File: config.mk
export PLATFORM = sky130hd
export DESIGN_NAME = power_rail_sequencer
export DESIGN_NICKNAME = d
export VERILOG_FILES = /design/src/rtl/power_rail_sequencer_pkg.sv /design/src/rtl/power_rail_sequencer_sync_2ff.sv /design/src/rtl/power_rail_sequencer.sv
export SDC_FILE = /design/constraint.sdc
export NUM_CORES = 1
export LEC_CHECK = 0
export CORE_ASPECT_RATIO = 0.75
export CORE_MARGIN = 1.5
export CORE_UTILIZATION = 46
export DETAILED_ROUTE_END_ITERATION = 16
export PLACE_DENSITY = 0.67
export SYNTH_ARGS = -nofsm -noshare
export SYNTH_HDL_FRONTEND = slang
export SYNTH_SLANG_ARGS = --single-unit
File: constraint.sdc
create_clock -name sysclk -period 2.95 [get_ports sysclk]
set_input_delay 0.295 -clock sysclk [delete_from_list [all_inputs] [get_ports sysclk]]
set_output_delay 0.295 -clock sysclk [all_outputs]
set_load 0.01 [all_outputs]
File: src/rtl/power_rail_sequencer_pkg.sv
// Shared definitions for the rail sequencer: FSM state encodings and the debug state width.
// The LED/debug decoding in the top level uses the same values.
package power_rail_sequencer_pkg;

  localparam int STATE_W = 3;

  typedef enum logic [STATE_W-1:0] {
    ST_IDLE   = 3'd0,
    ST_RAMP   = 3'd1,
    ST_SETTLE = 3'd2,
    ST_ON     = 3'd3,
    ST_DOWN   = 3'd4,
    ST_FAULT  = 3'd5
  } seq_state_t;

endpackage

File: src/rtl/power_rail_sequencer_sync_2ff.sv
// Two-flop synchroniser for a bus of independent asynchronous level signals.
// Asynchronous active-low reset clears both stages to 0.
module sync_2ff #(
  parameter int WIDTH = 1
) (
  input  logic             sysclk,
  input  logic             reset_INV,
  input  logic [WIDTH-1:0] d,
  output logic [WIDTH-1:0] q
);

  logic [WIDTH-1:0] meta_reg;
  logic [WIDTH-1:0] sync_reg;

  always_ff @(posedge sysclk or negedge reset_INV) begin
    if (!reset_INV) begin
      meta_reg <= '0;
      sync_reg <= '0;
    end else begin
      meta_reg <= d;
      sync_reg <= meta_reg;
    end
  end

  assign q = sync_reg;

endmodule

File: src/rtl/power_rail_sequencer.sv
// N-rail power sequencer: ascending enable gated on PG + settle, descending timed teardown,
// PG timeout / PG loss latch a fault that drops every rail at once.
module power_rail_sequencer
  import power_rail_sequencer_pkg::*;
#(
  parameter  int NUM_RAILS     = 4,
  parameter  int TIMER_WIDTH   = 16,
  parameter  int SETTLE_CYCLES = 1024,
  parameter  int PG_TIMEOUT    = 16384,
  parameter  int OFF_DELAY     = 256,
  localparam int RAIL_W        = (NUM_RAILS > 1) ? $clog2(NUM_RAILS) : 1
) (
  input  logic                 sysclk,
  input  logic                 reset_INV,
  input  logic                 enable,
  input  logic [NUM_RAILS-1:0] pg_in,
  output logic [NUM_RAILS-1:0] rail_en,
  output logic                 power_good,
  output logic                 fault,
  output logic [RAIL_W-1:0]    fault_rail,
  output logic [STATE_W-1:0]   state
);

  localparam longint TIMER_SPAN = longint'(1) << TIMER_WIDTH;

  if (NUM_RAILS < 1 || NUM_RAILS > 8 ||
      SETTLE_CYCLES < 1 || longint'(SETTLE_CYCLES) > TIMER_SPAN ||
      PG_TIMEOUT < 1 || longint'(PG_TIMEOUT) > TIMER_SPAN ||
      OFF_DELAY < 1 || longint'(OFF_DELAY) > TIMER_SPAN) begin : g_bad_params
    $error("power_rail_sequencer: illegal parameter combination");
  end

  localparam logic [TIMER_WIDTH-1:0] SETTLE_LAST = TIMER_WIDTH'(SETTLE_CYCLES - 1);
  localparam logic [TIMER_WIDTH-1:0] PG_LAST     = TIMER_WIDTH'(PG_TIMEOUT - 1);
  localparam logic [TIMER_WIDTH-1:0] OFF_LAST    = TIMER_WIDTH'(OFF_DELAY - 1);
  localparam logic [RAIL_W-1:0]      LAST_IDX    = RAIL_W'(NUM_RAILS - 1);

  seq_state_t                 state_reg,      state_next;
  logic [TIMER_WIDTH-1:0]     cnt_reg,        cnt_next;
  logic [RAIL_W-1:0]          idx_reg,        idx_next;
  logic [NUM_RAILS-1:0]       rail_en_reg,    rail_en_next;
  logic                       fault_reg,      fault_next;
  logic [RAIL_W-1:0]          fault_rail_reg, fault_rail_next;

  logic [NUM_RAILS-1:0]       pg_s;
  logic [NUM_RAILS-1:0]       lost_vec;
  logic [NUM_RAILS-1:0]       timeout_vec;
  logic [NUM_RAILS-1:0]       fail_vec;
  logic [RAIL_W-1:0]          fail_idx;
  logic [RAIL_W-1:0]          idx_inc;
  logic [TIMER_WIDTH-1:0]     cnt_inc;
  logic                       pg_watch;
  logic                       fail_any;

  sync_2ff #(.WIDTH(NUM_RAILS)) u_pg_sync (
    .sysclk    (sysclk),
    .reset_INV (reset_INV),
    .d         (pg_in),
    .q         (pg_s)
  );

  assign pg_watch = (state_reg == ST_RAMP) || (state_reg == ST_SETTLE) || (state_reg == ST_ON);

  // A rail is watched for PG loss only once it has completed its own RAMP phase.
  for (genvar gi = 0; gi < NUM_RAILS; gi++) begin : g_pg_loss
    logic passed;
    assign passed = rail_en_reg[gi] &&
                    ((RAIL_W'(gi) < idx_reg) ||
                     ((RAIL_W'(gi) == idx_reg) && (state_reg != ST_RAMP)));
    assign lost_vec[gi] = pg_watch && passed && !pg_s[gi];
  end

  assign timeout_vec = ((state_reg == ST_RAMP) && (cnt_reg == PG_LAST) && !pg_s[idx_reg])
                       ? (NUM_RAILS'(1) << idx_reg) : '0;
  assign fail_vec    = lost_vec | timeout_vec;
  assign fail_any    = |fail_vec;

  always_comb begin
    fail_idx = '0;
    for (int j = NUM_RAILS - 1; j >= 0; j--) begin
      if (fail_vec[j]) fail_idx = RAIL_W'(j);
    end
  end

  assign idx_inc = idx_reg + RAIL_W'(1);
  assign cnt_inc = (cnt_reg == '1) ? cnt_reg : cnt_reg + TIMER_WIDTH'(1);

  always_comb begin
    state_next      = state_reg;
    cnt_next        = cnt_reg;
    idx_next        = idx_reg;
    rail_en_next    = rail_en_reg;
    fault_next      = fault_reg;
    fault_rail_next = fault_rail_reg;

    // Fault is checked before enable so a simultaneous fault always wins.
    if (fail_any) begin
      state_next      = ST_FAULT;
      rail_en_next    = '0;
      fault_next      = 1'b1;
      fault_rail_next = fail_idx;
      cnt_next        = '0;
    end else begin
      unique case (state_reg)
        ST_IDLE: begin
          if (enable) begin
            state_next   = ST_RAMP;
            idx_next     = '0;
            rail_en_next = NUM_RAILS'(1);
            cnt_next     = '0;
          end
        end
        ST_RAMP: begin
          if (!enable) begin
            state_next            = ST_DOWN;
            rail_en_next[idx_reg] = 1'b0;
            cnt_next              = '0;
          end else if (pg_s[idx_reg]) begin
            state_next = ST_SETTLE;
            cnt_next   = '0;
          end else begin
            cnt_next = cnt_inc;
          end
        end
        ST_SETTLE: begin
          if (!enable) begin
            state_next            = ST_DOWN;
            rail_en_next[idx_reg] = 1'b0;
            cnt_next              = '0;
          end else if (cnt_reg == SETTLE_LAST) begin
            cnt_next = '0;
            if (idx_reg == LAST_IDX) begin
              state_next = ST_ON;
            end else begin
              state_next            = ST_RAMP;
              idx_next              = idx_inc;
              rail_en_next[idx_inc] = 1'b1;
            end
          end else begin
            cnt_next = cnt_inc;
          end
        end
        ST_ON: begin
          if (!enable) begin
            state_next             = ST_DOWN;
            idx_next               = LAST_IDX;
            rail_en_next[LAST_IDX] = 1'b0;
            cnt_next               = '0;
          end
        end
        ST_DOWN: begin
          // idx names the rail cleared most recently; at idx 0 the final delay ends teardown.
          if (cnt_reg == OFF_LAST) begin
            cnt_next = '0;
            if (idx_reg == '0) begin
              state_next = ST_IDLE;
            end else begin
              idx_next                          = idx_reg - RAIL_W'(1);
              rail_en_next[idx_reg - RAIL_W'(1)] = 1'b0;
            end
          end else begin
            cnt_next = cnt_inc;
          end
        end
        ST_FAULT: begin
          if (!enable) begin
            state_next      = ST_IDLE;
            fault_next      = 1'b0;
            fault_rail_next = '0;
            idx_next        = '0;
            cnt_next        = '0;
          end
        end
        default: begin
          state_next   = ST_IDLE;
          rail_en_next = '0;
          cnt_next     = '0;
          idx_next     = '0;
        end
      endcase
    end
  end

  always_ff @(posedge sysclk or negedge reset_INV) begin
    if (!reset_INV) begin
      state_reg      <= ST_IDLE;
      cnt_reg        <= '0;
      idx_reg        <= '0;
      rail_en_reg    <= '0;
      fault_reg      <= 1'b0;
      fault_rail_reg <= '0;
    end else begin
      state_reg      <= state_next;
      cnt_reg        <= cnt_next;
      idx_reg        <= idx_next;
      rail_en_reg    <= rail_en_next;
      fault_reg      <= fault_next;
      fault_rail_reg <= fault_rail_next;
    end
  end

  assign rail_en    = rail_en_reg;
  assign power_good = (state_reg == ST_ON);
  assign fault      = fault_reg;
  assign fault_rail = fault_rail_reg;
  assign state      = state_reg;

endmodule

Word-level counts from Yosys, hierarchy flattened. Index checks and enable logic that the tools add are counted.

Logic and storage cells: 169. Flip-flop bits (word level): 36. Input bits: 7.

Equality and inequality tests: 36. Bitwise logic cells: 8. Magnitude comparators: 10. Multiplexer cells: 59. Reduce and logical (&&, ||, !) cells: 43. $add $sub $neg: 3. Shift operators: 1.

Operators with widths (number): $mux W16 (9); $pmux W16 S5 (1); $mux W4 (9); $mux W2 (15); $mux W3 (10); $logic_and A1 B1 Y1 (21); $ne A3 B3 Y1 const B (6); $pmux W3 S6 (1); $add A16 B1 Y16 const B (1); $eq A16 B10 Y1 const B (1); $eq A16 B14 Y1 const B (1); $eq A16 B16 Y1 const B (1); $eq A16 B8 Y1 const B (1); $ne A2 B2 Y1 const B (8); $pmux W3 S5 (1); $reduce_and A7 Y1 (2); $pmux W2 S6 (1); $reduce_and A10 Y1 (1); $lt A2 B3 Y1 const B (3); $and A4 B4 Y4 (2); $ne A4 B3 Y1 const B (2); $not A4 Y4 (2); $or A4 B4 Y4 (2); $reduce_and A8 Y1 (1); other kinds (29) (58).

Longest topological paths before layout. Gate-level depths: netlist of run 1.

Word-level depth: 12. Mapped depth: 10. Depth with buffers taken out: 8.

Cells and area by module. From an unflattened synthesis of run 1, not the netlist that was laid out.

Cell total of the unflattened synthesis: 291. Area, all modules: 2487.4 µm².

By module, submodules not included: power_rail_sequencer (cells each 283, seq. area each 700.7 µm², instances 1, area each 2287.2 µm²); sync_2ff (cells each 8, seq. area each 200.2 µm², instances 1, area each 200.2 µm²).

Least setup slack after synthesis of run 1. No wires, ideal clock.

Path type: register to register. From: reg idx_reg[0]. To: reg cnt_reg[3]. Buffers on the path: 2. Period minus slack after synthesis: 2.819 ns. Cell stages (with the launch flop): 9. Slack: 0.131 ns. Arrival time: 2.693 ns. Required time: 2.824 ns. Cells stage by stage: dfrtp_1 -> mux4_2 -> or2_4 -> or4_4 -> and3_4 -> buf_6 -> and2_4 -> buf_6 -> a221o_1.

Cells in the longest elaborated chain, start to end: 10.

RTL lines: from (decl) (line power_rail_sequencer.sv:40) `logic [RAIL_W-1:0] idx_reg, idx_next;`; from (signal assigned) (line power_rail_sequencer.sv:195) `idx_reg <= idx_next;`; parallel branches: the longest is 10 deep, another holds $mux W4; to (signal assigned) (line power_rail_sequencer.sv:194) `cnt_reg <= cnt_next;`; to (decl) (line power_rail_sequencer.sv:39) `logic [TIMER_WIDTH-1:0] cnt_reg, cnt_next;`.

Parallel ways; which one is timed is not known. The select of a mux whose other input is x is not followed. A chain may end at the register's enable or synchronous reset.

Worst setup path after layout of run 1.
From: reg idx_reg[0]. To: reg cnt_reg[6].

The elaborated chain is that of the path after synthesis.

==> impl_results.md, run 1 <==
- Status: complete, no violations
- Total power: 963 uW
- DP HPWL: 5410 um
- Syn Std Cell Area: 0.00265 mm^2
- Required time worst endpoint: 3.13 ns
- Port Buffer Count: 17
- Clock skew: 0.00617 ns
- Area growth syn-to-layout: 17.0%
- Final setup viols: 0
- Yosys warning total: 0
- GRT Resource Usage Total: 24.8%
- Placement Setup Slack: 0.209 ns
- Core region area: 0.00544 mm^2
- FMAX: 0.365 GHz
- Pwr/cell area: 311 mW/mm^2
- Critical Path AT: 2.92 ns
- Num CTS Buffers: 5
- Setup crit start kind: flip-flop
- Seq/Total Area, Yosys: 34.0%
- Wire per inst: 17.6 um
- CP endpoint kind: flip-flop
- Avg Synthesized Cell Area: 8.35 um^2
- Peak supply drop: 297 uV
- Clock root cell: clkbuf_8
- Initial core utilization: 48.7%
- FF+latch count, synth: 36
- Largest family of logic cells by synthesized area: simple AND/OR/NAND/NOR gates
- Area occupied by multi-input gates: 0.00164 mm^2
- Unrepaired setup endpoints after global routing: false
- Clock share of power: 45.4%
- First-pass GRT wire length: 11900 um
- Cell Count, Final, Fillers Out: 420
- Sw Ratio: 21.2%
- WP buf/inv: 0
- Routed WL: 7370 um
- Critical path class: reg -> reg
- CP top delay family: simple AND/OR/NAND/NOR gates
- Async SR Flop Fraction: 100%
- Layout cell share with drive strength beyond 1: 13.0%
- Synth Instances: 317
- Synth cell types: 64
- Top FF cell, synth: dfrtp_1
- Cell Chain, Critical Path: mux4_2, or2_4, or4_4, o211ai_1, nor2_1, a221o_1
- Hold WC Path Type: in -> async
- Syn nets: 333
- Routed vias: 2659
- CTS H-tree lvls: 2
- DR iter-0 viols: 304
- Tmin final: 2.74 ns
- Routed vias/inst: 6.33
- Fin worst setup slack: 0.210 ns
- Vias in the first global route: 2307
- Fin nets: 360
- Sw Pwr: 204 uW
- Fillers: 497
- Final Cycle Share: 92.9%
- N_diodes: 0
- First-pass iteration count of the detailed router: 5
- Multiplexer share of the synthesized area: 1.65%
- Tightest Pin Transition: 0.813 ns
- CTS tree: yes
- Relative slew slack: 45.8%
- CP max stage delay: 0.57 ns
- Initial antenna violation count: 0
- GP Congestion: 0.916
- Max reg flops: 16
- Largest net degree at the start of global routing: 37
- Fin. max-slew vios: 0
- Routed Antenna Nets: 0
- Total grt overflow: 0
- Setup_tns: 0 ns
- Register area: 901 um^2
- Clock Path Buffers: 2
- Post-Synth XOR/XNOR Area: 0.331%
- Num rows: 23
- Die Area: 0.00622 mm^2
- Placed cell count: 412
- Critical Path Fanout Max: 7
- Vert. Die Dim: 68.7 um
- Final instance area: 0.00310 mm^2
- Die Width: 90.6 um
- Slowest stage cell, crit path: or4_4
- Sink Count: 36
- Util after Layout: 56.9%
- Sequential Power Share: 52.0%
- Area share of fa/ha/maj cells after synthesis: 4.25%
- Worst-path clk slew: 0.08 ns
- Setup repair bufs after CTS: 0
- Max-cap viol count: 0
- Post-synthesis compound-gate area fraction: 26.1%
- Tightest hold margin: 0.0904 ns
- LEAKAGE: 1.31 nW
- Hold Violations, Final: 0
- Worst-skew pair later-pin latency: 0.29 ns
- Int Pwr: 759 uW
- Post-synthesis simple-gate area fraction: 29.2%
- Io pins: 18
- Residual DRC: 0
- DP Area: 0.00298 mm^2
- EDFF count, synth: 0
- Comb pwr share: 2.6%
-- cell usage after synthesis (all sizes together) (3+ instances only) --
library cell	n	area share, %
nand3	21	4.0
and3	5	1.4
or3	4	0.95
dfrtp	36	34
nand4	7	1.7
nand2	28	4.0
o221a	3	1.3
inv	9	1.3
a221o	7	2.6
a31oi	5	1.2
nor4	4	0.95
buf	3	1.0
and2	8	2.0
nor3	20	3.8
a21boi	3	0.85
nor2	21	3.0
o21ai	21	4.0
or2	6	1.5
o211ai	8	2.3
nand2b	6	1.4
o31ai	3	0.85
a21oi	14	2.6
nor3b	3	0.85
nor2b	3	0.71
clkbuf	14	2.0
o21a	3	0.85
ha	9	4.3
nor4bb	3	1.1
-- power by group through the flow --
| stage | registers (mW) | logic [mW] | clock network [mW] |
|---|---|---|---|
| after global routing | 0.501 | 0.0279 | 0.464 |
| after global placement | 0.510 | 0.0257 | 0 |
| after CTS | 0.501 | 0.0255 | 0.443 |
| final | 0.501 | 0.0247 | 0.437 |
| after detailed placement | 0.511 | 0.0254 | 0 |
| after floorplan | 0.510 | 0.00550 | 0 |
-- cell families after synthesis --
| family | Yosys count |
|---|---|
| buffers and inverters | 27 |
| flip-flops | 36 |
| XOR/XNOR | 1 |
| multiplexers | 3 |
| AND/OR/NAND/NOR | 145 |
| AO/OA/AOI/OAI | 96 |
| adder cells (fa/ha/maj) | 9 |
-- repair_timing --
action	4_1_cts	5_1_grt
endpoints found under the setup margin	0	9
hold buffers	0	0
resized for setup	0	2
-- area by class of cell --
type,instances,share of cell area [%]
flip-flops and latches,36,29.1
inverters,10,1.21
clock inverters,3,1.37
repair buffers,37,10.2
well taps,75,3.03
clock buffers,5,2.22
multi-input cells,254,52.9
-- layout by cell type (no fill, tap or decap), types with 4 or more instances in the layout --
| cell type | Yosys | layout |
|---|---|---|
| nor4_1 | 4 | 4 |
| nand4_1 | 7 | 7 |
| nand2_1 | 28 | 28 |
| dfrtp_1 | 36 | 36 |
| or3_1 | 4 | 4 |
| o21ai_0 | 21 | 21 |
| ha_1 | 9 | 9 |
| buf_4 | 0 | 20 |
| a31oi_1 | 5 | 5 |
| or2_2 | 5 | 5 |
| nand3_1 | 21 | 21 |
| nand2b_1 | 6 | 6 |
| nor2_1 | 21 | 21 |
| and3_1 | 4 | 4 |
| clkdlybuf4s50_1 | 0 | 16 |
| clkbuf_8 | 0 | 5 |
| a221o_1 | 7 | 7 |
| nor3_1 | 20 | 20 |
| inv_1 | 9 | 9 |
| a21oi_1 | 14 | 14 |
| o211ai_1 | 8 | 8 |
| and2_1 | 6 | 6 |
-- metal layers --
| metal | GRT usage, % | part of all wire [%] | vias to the layer above |
|---|---|---|---|
| li1 | - | - | 1264 |
| met1 | 39.4 | 52 | 1276 |
| met2 | 34.4 | 39 | 115 |
| met3 | 4.82 | 8.1 | 4 |
| met4 | 4.17 | 0.50 | 0 |
| met5 | 0 | 0 | - |
-- final timing paths --
path / startpoint / endpoint / slack [ns] / cells after the start
max reg2reg: idx_reg[0]$_DFFE_PN0P_ / cnt_reg[6]$_DFFE_PN0P_ / 0.21 / 6
max in group asynchronous: reset_INV / cnt_reg[14]$_DFFE_PN0P_ / 2.34 / 1
max: idx_reg[0]$_DFFE_PN0P_ / cnt_reg[6]$_DFFE_PN0P_ / 0.21 / 6
min reg2reg: u_pg_sync.meta_reg[3]$_DFF_PN0_ / u_pg_sync.q[3]$_DFF_PN0_ / 0.35 / 0
min: reset_INV / rail_en[0]$_DFFE_PN0P_ / 0.09 / 1
min in group sysclk: u_pg_sync.meta_reg[3]$_DFF_PN0_ / u_pg_sync.q[3]$_DFF_PN0_ / 0.35 / 0
(Power assumes the default switching activity.)
==> inputs of run 2 (changes only) <==
==> constraint.sdc (replaced) <==
create_clock -name sysclk -period 2.95 [get_ports sysclk]
set_input_delay 0.295 -clock sysclk [delete_from_list [all_inputs] [get_ports sysclk]]
set_output_delay 0.295 -clock sysclk [all_outputs]
set_load 0.005 [all_outputs]
==> results of run 2 <==
The final DEF is identical to that of run 1; final timing and power are the same.
==> inputs of run 3 (changes only) <==
DONT_BUFFER_PORTS = 1   (was unset)
PLACE_DENSITY = unset   (was 0.67)
==> run 3 against run 2 <==
Effect of this change: largest power group unchanged; register-to-register slack about the same; critical path depth increased by 2; final cell count decreased by 3.8%; largest cell class unchanged.
==> impl_results.md, run 3 (synthesis gave the netlist of run 1 again) <==
- LEAKAGE: 1.25 nW (-4.6%)
- Sink Count: 36 (unchanged)
- Max-cap viol count: 0 (unchanged)
- Vias in the first global route: 2191 (-5.0%)
- CTS tree: yes
- Total grt overflow: 0 (unchanged)
- GP Congestion: 0.893 (-2.6%)
- Wire per inst: 18.4 um (+4.7%)
- Io pins: 18 (unchanged)
- Tmin final: 2.75 ns (+0.00865 ns)
- Commonest cells after routing, fill and taps aside: 36 x dfrtp_1, 28 x nand2_1, 21 x nor2_1, 21 x nand3_1, 21 x o21ai_0
- CP endpoint kind: flip-flop
- Critical Path AT: 2.98 ns (+0.06 ns)
- GRT Resource Usage Total: 25.3% (+0.45 points)
- Hold WC Path Type: in -> reg
- Routed WL: 7420 um (+0.68%)
- Die Width: 90.6 um (unchanged)
- DP HPWL: 5390 um (-0.53%)
- Tightest Pin Transition: 0.560 ns (-0.252 ns)
- CP max stage delay: 0.49 ns (-0.08 ns)
- Cell Chain, Critical Path: inv_1, ha_1, nor4bb_1, nor4_1, nor3_1, o211ai_1, nor2_1, a221o_1
- Setup crit start kind: flip-flop
- Clock skew: 0.00587 ns (-0.000304 ns)
- Required time worst endpoint: 3.18 ns (+0.05 ns)
- Vert. Die Dim: 68.7 um (unchanged)
- Largest net degree at the start of global routing: 37 (unchanged)
- Setup slack, reg-to-reg: 0.20 ns (about the same)
- Commonest non-fill, non-tap cell in the layout: dfrtp_1
- Critical Path Fanout Max: 8 (+1)
- Port Buffer Count: 0 (-17)
- Fin. max-slew vios: 0 (unchanged)
- Area occupied by multi-input gates: 0.00163 mm^2 (-0.46%)
- Fillers: 489 (-1.6%)
- Pwr/cell area: 325 mW/mm^2 (+4.5%)
- Die Area: 0.00622 mm^2 (unchanged)
- Peak supply drop: 219 uV (-26%)
- Initial antenna violation count: 0 (unchanged)
- Slowest stage cell, crit path: dfrtp_1
- Area growth syn-to-layout: 11.3%
- DR iter-0 viols: 394 (+30%)
- Final instance area: 0.00295 mm^2 (-4.8%)
- Num rows: 23 (unchanged)
- Core region area: 0.00544 mm^2 (unchanged)
- Num CTS Buffers: 5 (unchanged)
- Max reg flops: 16 (unchanged)
- Clock root cell: clkbuf_8
- Layout cell share with drive strength beyond 1: 13.4% (+0.33 points)
- Clock Path Buffers: 2 (unchanged)
- Routed vias: 2628 (-1.2%)
- Worst-path clk slew: 0.08 ns (about the same)
- Register area: 901 um^2 (unchanged)
- Relative slew slack: 62.1% (+16 points)
- Final Cycle Share: 93.2% (+0.29 points)
- First-pass iteration count of the detailed router: 5 (unchanged)
- N_diodes: 0 (unchanged)
- Fin nets: 344 (-4.4%)
- FMAX: 0.364 GHz (-0.31%)
- Setup_tns: 0 ns (unchanged)
- DP Area: 0.00280 mm^2 (-5.8%)
- Status: complete, no violations
- Hold Violations, Final: 0 (unchanged)
- Unrepaired setup endpoints after global routing: false
- First-pass GRT wire length: 12000 um (+1.0%)
- Total power: 957 uW (-0.60%)
- Residual DRC: 0 (unchanged)
- Critical path class: reg -> reg
- Routed Antenna Nets: 0 (unchanged)
- Final setup viols: 0 (unchanged)
- CTS H-tree lvls: 2 (unchanged)
- Worst-skew pair later-pin latency: 0.29 ns (about the same)
- Routed vias/inst: 6.50 (+2.7%)
- Initial core utilization: 48.7% (unchanged)
-- run 3: per-stage QoR --
step / hold slack (ns) / worst slack (ns) / std cells / util [%]
6_report: 0.0283 / 0.201 / 404 / 54.2
5_1_grt: 0.00903 / 0.0324 / 404 / 54.2
4_1_cts: 0.0202 / 0.118 / 404 / 54.2
3_5_place_dp: 0.000431 / 0.148 / 394 / 51.6
3_3_place_gp: 0.000273 / 0.139 / 394 / 51.6
2_1_floorplan: -0.000591 / 0.131 / 317 / -
-- run 3: what timing repair did --
item / 4_1_cts / 5_1_grt
hold endpoints to repair: 36 / 0
resized for setup: 0 / 2
setup buffers: 0 / 0
endpoints found under the setup margin: 0 / 4
hold buffers: 2 / 0
-- run 3: worst paths after layout --
kind / from / end / depth (start not counted)
setup / recovery: idx_reg[1]$_DFFE_PN0P_ / cnt_reg[8]$_DFFE_PN0P_ / 8
hold / removal: pg_in[2] / u_pg_sync.meta_reg[2]$_DFF_PN0_ / 0
setup reg to reg: idx_reg[1]$_DFFE_PN0P_ / cnt_reg[8]$_DFFE_PN0P_ / 8
hold reg to reg: u_pg_sync.meta_reg[3]$_DFF_PN0_ / u_pg_sync.q[3]$_DFF_PN0_ / 0
max in group asynchronous: reset_INV / cnt_reg[10]$_DFFE_PN0P_ / 2
min in group asynchronous: reset_INV / rail_en[0]$_DFFE_PN0P_ / 2
-- run 3: worst max-delay path: cells and delay by family (launching register included) --
kind                       cells  cell delay (ns)
adders and majority gates      1             0.30
AOI/OAI and AO/OA              2             0.48
and+or+nand+nor                4             1.23
buffers and inverters          1             0.21
DFF                            1             0.49
-- run 3: power by group --
group / switching [mW] / total, mW / internal [mW]
sequential: 0.00167 / 0.500 / 0.499
combinational: 0.0126 / 0.0191 / 0.00657
clock: 0.187 / 0.437 / 0.250
-- run 3: cell type report --
type                            instances  share of cell area [%]
Tap cell                               75                    3.18
Clock buffer                            5                    2.34
Multi-Input combinational cell        254                    55.3
Timing Repair Buffer                   21                    5.86
Sequential cell                        36                    30.6
Inverter                               10                    1.27
Clock inverter                          3                    1.44
-- run 3: metal layers --
metal	global-route usage (%)	share of wire [%]	vias to the layer above	routed length (um)
li1	-	-	1235	-
met1	41.4	52	1239	3830
met2	31.0	36	147	2700
met3	6.47	11	7	823
met4	6.35	0.94	0	70
met5	0	0	-	0
==> RTL change 1, RTL diff (config.mk and constraints of run 3) <==
The parameter `NUM_RAILS` goes from 4 to 8.
--- a/src/rtl/power_rail_sequencer.sv
+++ b/src/rtl/power_rail_sequencer.sv
@@ -5,3 +5,3 @@
 #(
-  parameter  int NUM_RAILS     = 4,
+  parameter  int NUM_RAILS     = 8,
   parameter  int TIMER_WIDTH   = 16,
Interface: changed (resized fault_rail, pg_in and rail_en); port bits go from 18 to 27. The function was not compared with the original's and may differ.
==> RTL change 1 against run 3 <==
  * Final area is 35% higher
  * Sequential cell count is 14 higher
  * Total power grew to 3.4 times the old value
  * Largest cell class unchanged
  * Routed wire length is 37% higher
  * Synthesized area is 29% higher
  * Largest power group is now combinational logic
  * Worst setup slack worse by 0.069 ns
  * Final cell count is 32% higher
==> RTL change 1: results <==
[outcome]
run_status = "completed"

[layout]
buf_share_pct = 11.7
nonClockBufferCount = 53
inv_count = 8
fillers = 639
nClkBuffers = 6
regArea_mm2 = 0.00125
clock_area_share_pct = 2.01
multi_input_area_share_pct = 51.2
multi_input_gates = 316

[sta]
tightest_slew_ns = 0.656
skew_ns = 0.0110
fmax_mhz = 355

[synthesis]
synth_commonest_cells = "dfrtp_1 (50), nor2_1 (40), nand2_1 (33)"
synth_cell_types = 75
synth-adder-area-share_pct = 3.52
syn_nets = 413
yosysSeqAreaShare_pct = 36.6
synth_xor_area_share_pct = 1.28
syn_inst = 394
synth_compound_area_share_pct = 25.4

[pwr]
sw_frac_of_total_pct = 46.4
p_leak_uw = 0.00168
powerDensity_mw_per_mm2 = 805
seq-power_uw = 860
power_frac_comb_pct = 60.6

[grt]
met3_usage_pct = 6.22
grt_pass1_vias = 3090
grt_first_pass_wirelength_mm = 16.6

[clocking]
cts_hold_buffers = 6
insertion_delay_ns = 0.32

[setup_path]
crit_fanout = 14
regToRegSetupSlack_ns = 0.13

[place]
place.gp.congestion = 0.935
place_area_mm2 = 0.00379
dpl.hpwl_mm = 7.48
dp_cells = 515

[routing]
initialDrtViolationCount = 259
num_vias = 3312
routedWlPerCell_um = 19.1
wl_met2_mm = 4.02
dr_wl_met3_um = 800

[floorplan]
taps = 98
[RTL change 1: cell types whose count changed after synthesis, sizes merged, moves of 8 or more]
| cell | delta |
|---|---|
| nor2 | +20 |
| nor2b | +11 |
| buf | +8 |
| nor3 | -9 |
| a21oi | +18 |
| a31oi | +8 |
| dfrtp | +14 |
[RTL change 1: worst min path at each step]
stage,from,endpoint,depth (start not counted)
finish,enable,state[2],2
detailed placement,reset_INV,u_pg_sync.meta_reg[4],0
global route,enable,state[2],2
floorplan,reset_INV,cnt_reg[0],0
global placement,reset_INV,u_pg_sync.q[4],0
CTS,pg_in[2],u_pg_sync.meta_reg[2],0
[RTL change 1: critical path, stage by stage, from the launching register on]
cell and delay (ns):
dfrtp_1 0.42, buf_4 0.25, mux2_2 0.37, a21oi_1 0.28, and4_1 0.34, a211o_1 0.19, o31a_1 0.35, or4b_1 0.46
o21ai_1 0.09
==> RTL change 2, RTL diff (config.mk and constraints of run 3) <==
Made on the original files. Put one more register stage on the output `state`, cleared by the reset. The value now appears one clock later. The other outputs are not delayed to match.
--- a/src/rtl/power_rail_sequencer.sv
+++ b/src/rtl/power_rail_sequencer.sv
@@ -205,3 +205,9 @@
   assign fault_rail = fault_rail_reg;
-  assign state      = state_reg;
+  always_ff @(posedge sysclk or negedge reset_INV) begin
+    if (!reset_INV) begin
+      state <= '0;
+    end else begin
+      state <= state_reg;
+    end
+  end
 
Formal check against the unedited RTL: not equivalent (a bounded check fails within 4 cycles, from zero or initial values and one cycle with reset_INV low).
==> RTL change 2 against run 3 <==
  * Critical endpoint is now cnt_reg[7]
  * Sequential cell count rose by 3
  * Global-route usage fell by 2.0 points
  * Worst setup slack improved by 0.15 ns
  * Hold slack improved by 0.0066 ns
  * Critical path depth did not move
  * Final area fell by 5.9%
  * Synthesized area fell by 2.9%
  * Routed wire length fell by 17%
  * Fmax rose by 5.6%
  * Critical path type unchanged
  * Sequential share of layout area rose by 4.6 points
Power is not compared: it rests on default switching activity, and its combinational part moved more than twofold at a synthesized area within 25%.
==> RTL change 2: results <==
[pwr]
irDropWorstVdd_mv = 0.403
p_leak_uw = 0.00112

[clocking]
cts_resized = 0
clock_path_buffers = 2
cts-root-buf = "clkbuf_8"
htreeDepth = 2
cts_setup_buffers = 0
cts_hold_buffers = 2
insertion_delay_ns = 0.29
clk_pin_slew_ns = 0.08
cts_buffers = 5

[routing]
wl_met2_mm = 2.35
initialDrtViolationCount = 173
top_layer = "met4"
routedWlPerCell_um = 17.6
viasPerCell = 5.91
first_pass_iters = 4
dr_wl_met3_um = 418
drt-met1-wl_mm = 3.37

[grt]
grt_pass1_vias = 1968
grt_max_degree = 40
antenna_found_initial = 0
grt_first_pass_wirelength_mm = 10.4
grt_use_total_pct = 23.2
overflow = 0

[synthesis]
synthArstFlopShare_pct = 100
ys.flop_type = "dfrtp_1"
synth.area.top_cells = "dfrtp_1 (38%), ha_1 (4.4%), nand2_1 (3.4%)"
yosysSeqAreaShare_pct = 38.0
synth_cell_types = 72
syn_nets = 288
synth_commonest_cells = "dfrtp_1 (39), nand2_1 (23), nor2_1 (22)"
ys_warn_count = 0

[sta]
relSlewSlack_pct = 61.8
skew_ns = 0.00572
tns_ns = 0

[setup_path]
crit_fanout = 16
arrival_ns = 2.83

[layout]
fillers = 509
antenna_cells = 0
drive_above_1_share_pct = 17.0
largest_reg_flops = 16

[place]
place.gp.congestion = 0.901
place_area_mm2 = 0.00264
dpl.hpwl_mm = 4.51
io_buffers = 0

[outcome]
run_status = "completed"

[worst_hold_path]
hold_path_class = "input port to flip-flop"
==> RTL change 2: changes by cell type after synthesis, sizes merged, moves of 5 or more <==
cell | before | now
a21oi | 14 | 19
a221o | 7 | 0
and2 | 8 | 2
buf | 3 | 10
clkbuf | 14 | 3
nand2 | 28 | 23
nand3 | 21 | 13
nor2 | 21 | 27
nor3 | 20 | 7
o211ai | 8 | 3
o21ai | 21 | 11
or2 | 6 | 1
==> RTL change 2: area by class of cell <==
class / count / area, um^2 / share of cell area [%]
multi-input cells: 209 / 1450 / 52.4
flip-flops and latches: 39 / 976 / 35.2
repair buffers: 10 / 103 / 3.70
well taps: 75 / 93.8 / 3.38
clock buffers: 5 / 68.8 / 2.48
inverters: 11 / 41.3 / 1.49
clock inverters: 2 / 37.5 / 1.35
==> RTL change 2: cells by family after synthesis <==
kind of cell | synth area share (%)
AOI/OAI and AO/OA | 24.3
xor gates and xnor gates | 2.00
adders and majority gates | 4.38
buffers and inverters | 5.45
DFF | 38.0
muxes | 2.04
and+or+nand+nor | 23.9
==> RTL change 2: metal layers <==
metal | up-vias | track usage [%]
li1 | 1023 | -
met1 | 968 | 38.4
met2 | 76 | 29.3
met3 | 6 | 4.65
met4 | 0 | 6.54
met5 | - | 0
==> RTL change 2: worst paths after layout <==
| kind | startpoint | end | slack (ns) | cells past startpoint |
|---|---|---|---|---|
| min in group asynchronous | reset_INV | state[2] | 0.45 | 2 |
| max in group asynchronous | reset_INV | u_pg_sync.meta_reg[1] | 2.28 | 2 |
| min reg2reg | u_pg_sync.meta_reg[2] | u_pg_sync.q[2] | 0.35 | 0 |
| max | idx_reg[1] | cnt_reg[7] | 0.35 | 8 |
| max reg2reg | idx_reg[1] | cnt_reg[7] | 0.35 | 8 |
| min | pg_in[1] | u_pg_sync.meta_reg[1] | 0.03 | 0 |
==> RTL change 2: power breakdown <==
group	internal, uW	switching, uW	total, uW
logic	538	755	1290
registers	625	154	778
clock network	247	187	434
==> RTL change 2: per-stage QoR <==
| stage | cells | utilization [%] | hold slack, ns | power, uW | worst slack [ns] |
|---|---|---|---|---|---|
| 3_5_place_dp | 342 | 49.3 | 0.000273 | 2050 | 0.385 |
| 6_report | 351 | 51.8 | 0.0349 | 2510 | 0.348 |
| 3_3_place_gp | 342 | 49.3 | 0.000253 | 2060 | 0.427 |
| 4_1_cts | 351 | 51.8 | 0.0236 | 2510 | 0.362 |
| 5_1_grt | 351 | 51.8 | 0.00951 | 2690 | 0.161 |
| 2_1_floorplan | 272 | - | -0.000591 | 1740 | 0.683 |
==> RTL change 2: critical path, cell delays in order, from the launching register on <==
cell	delay (ns)
dfrtp_1	0.49
inv_1	0.17
ha_1	0.29
nor2b_1	0.13
o221ai_1	0.20
and3_4	0.25
a21o_1	0.33
or4_1	0.54
a21oi_2	0.14
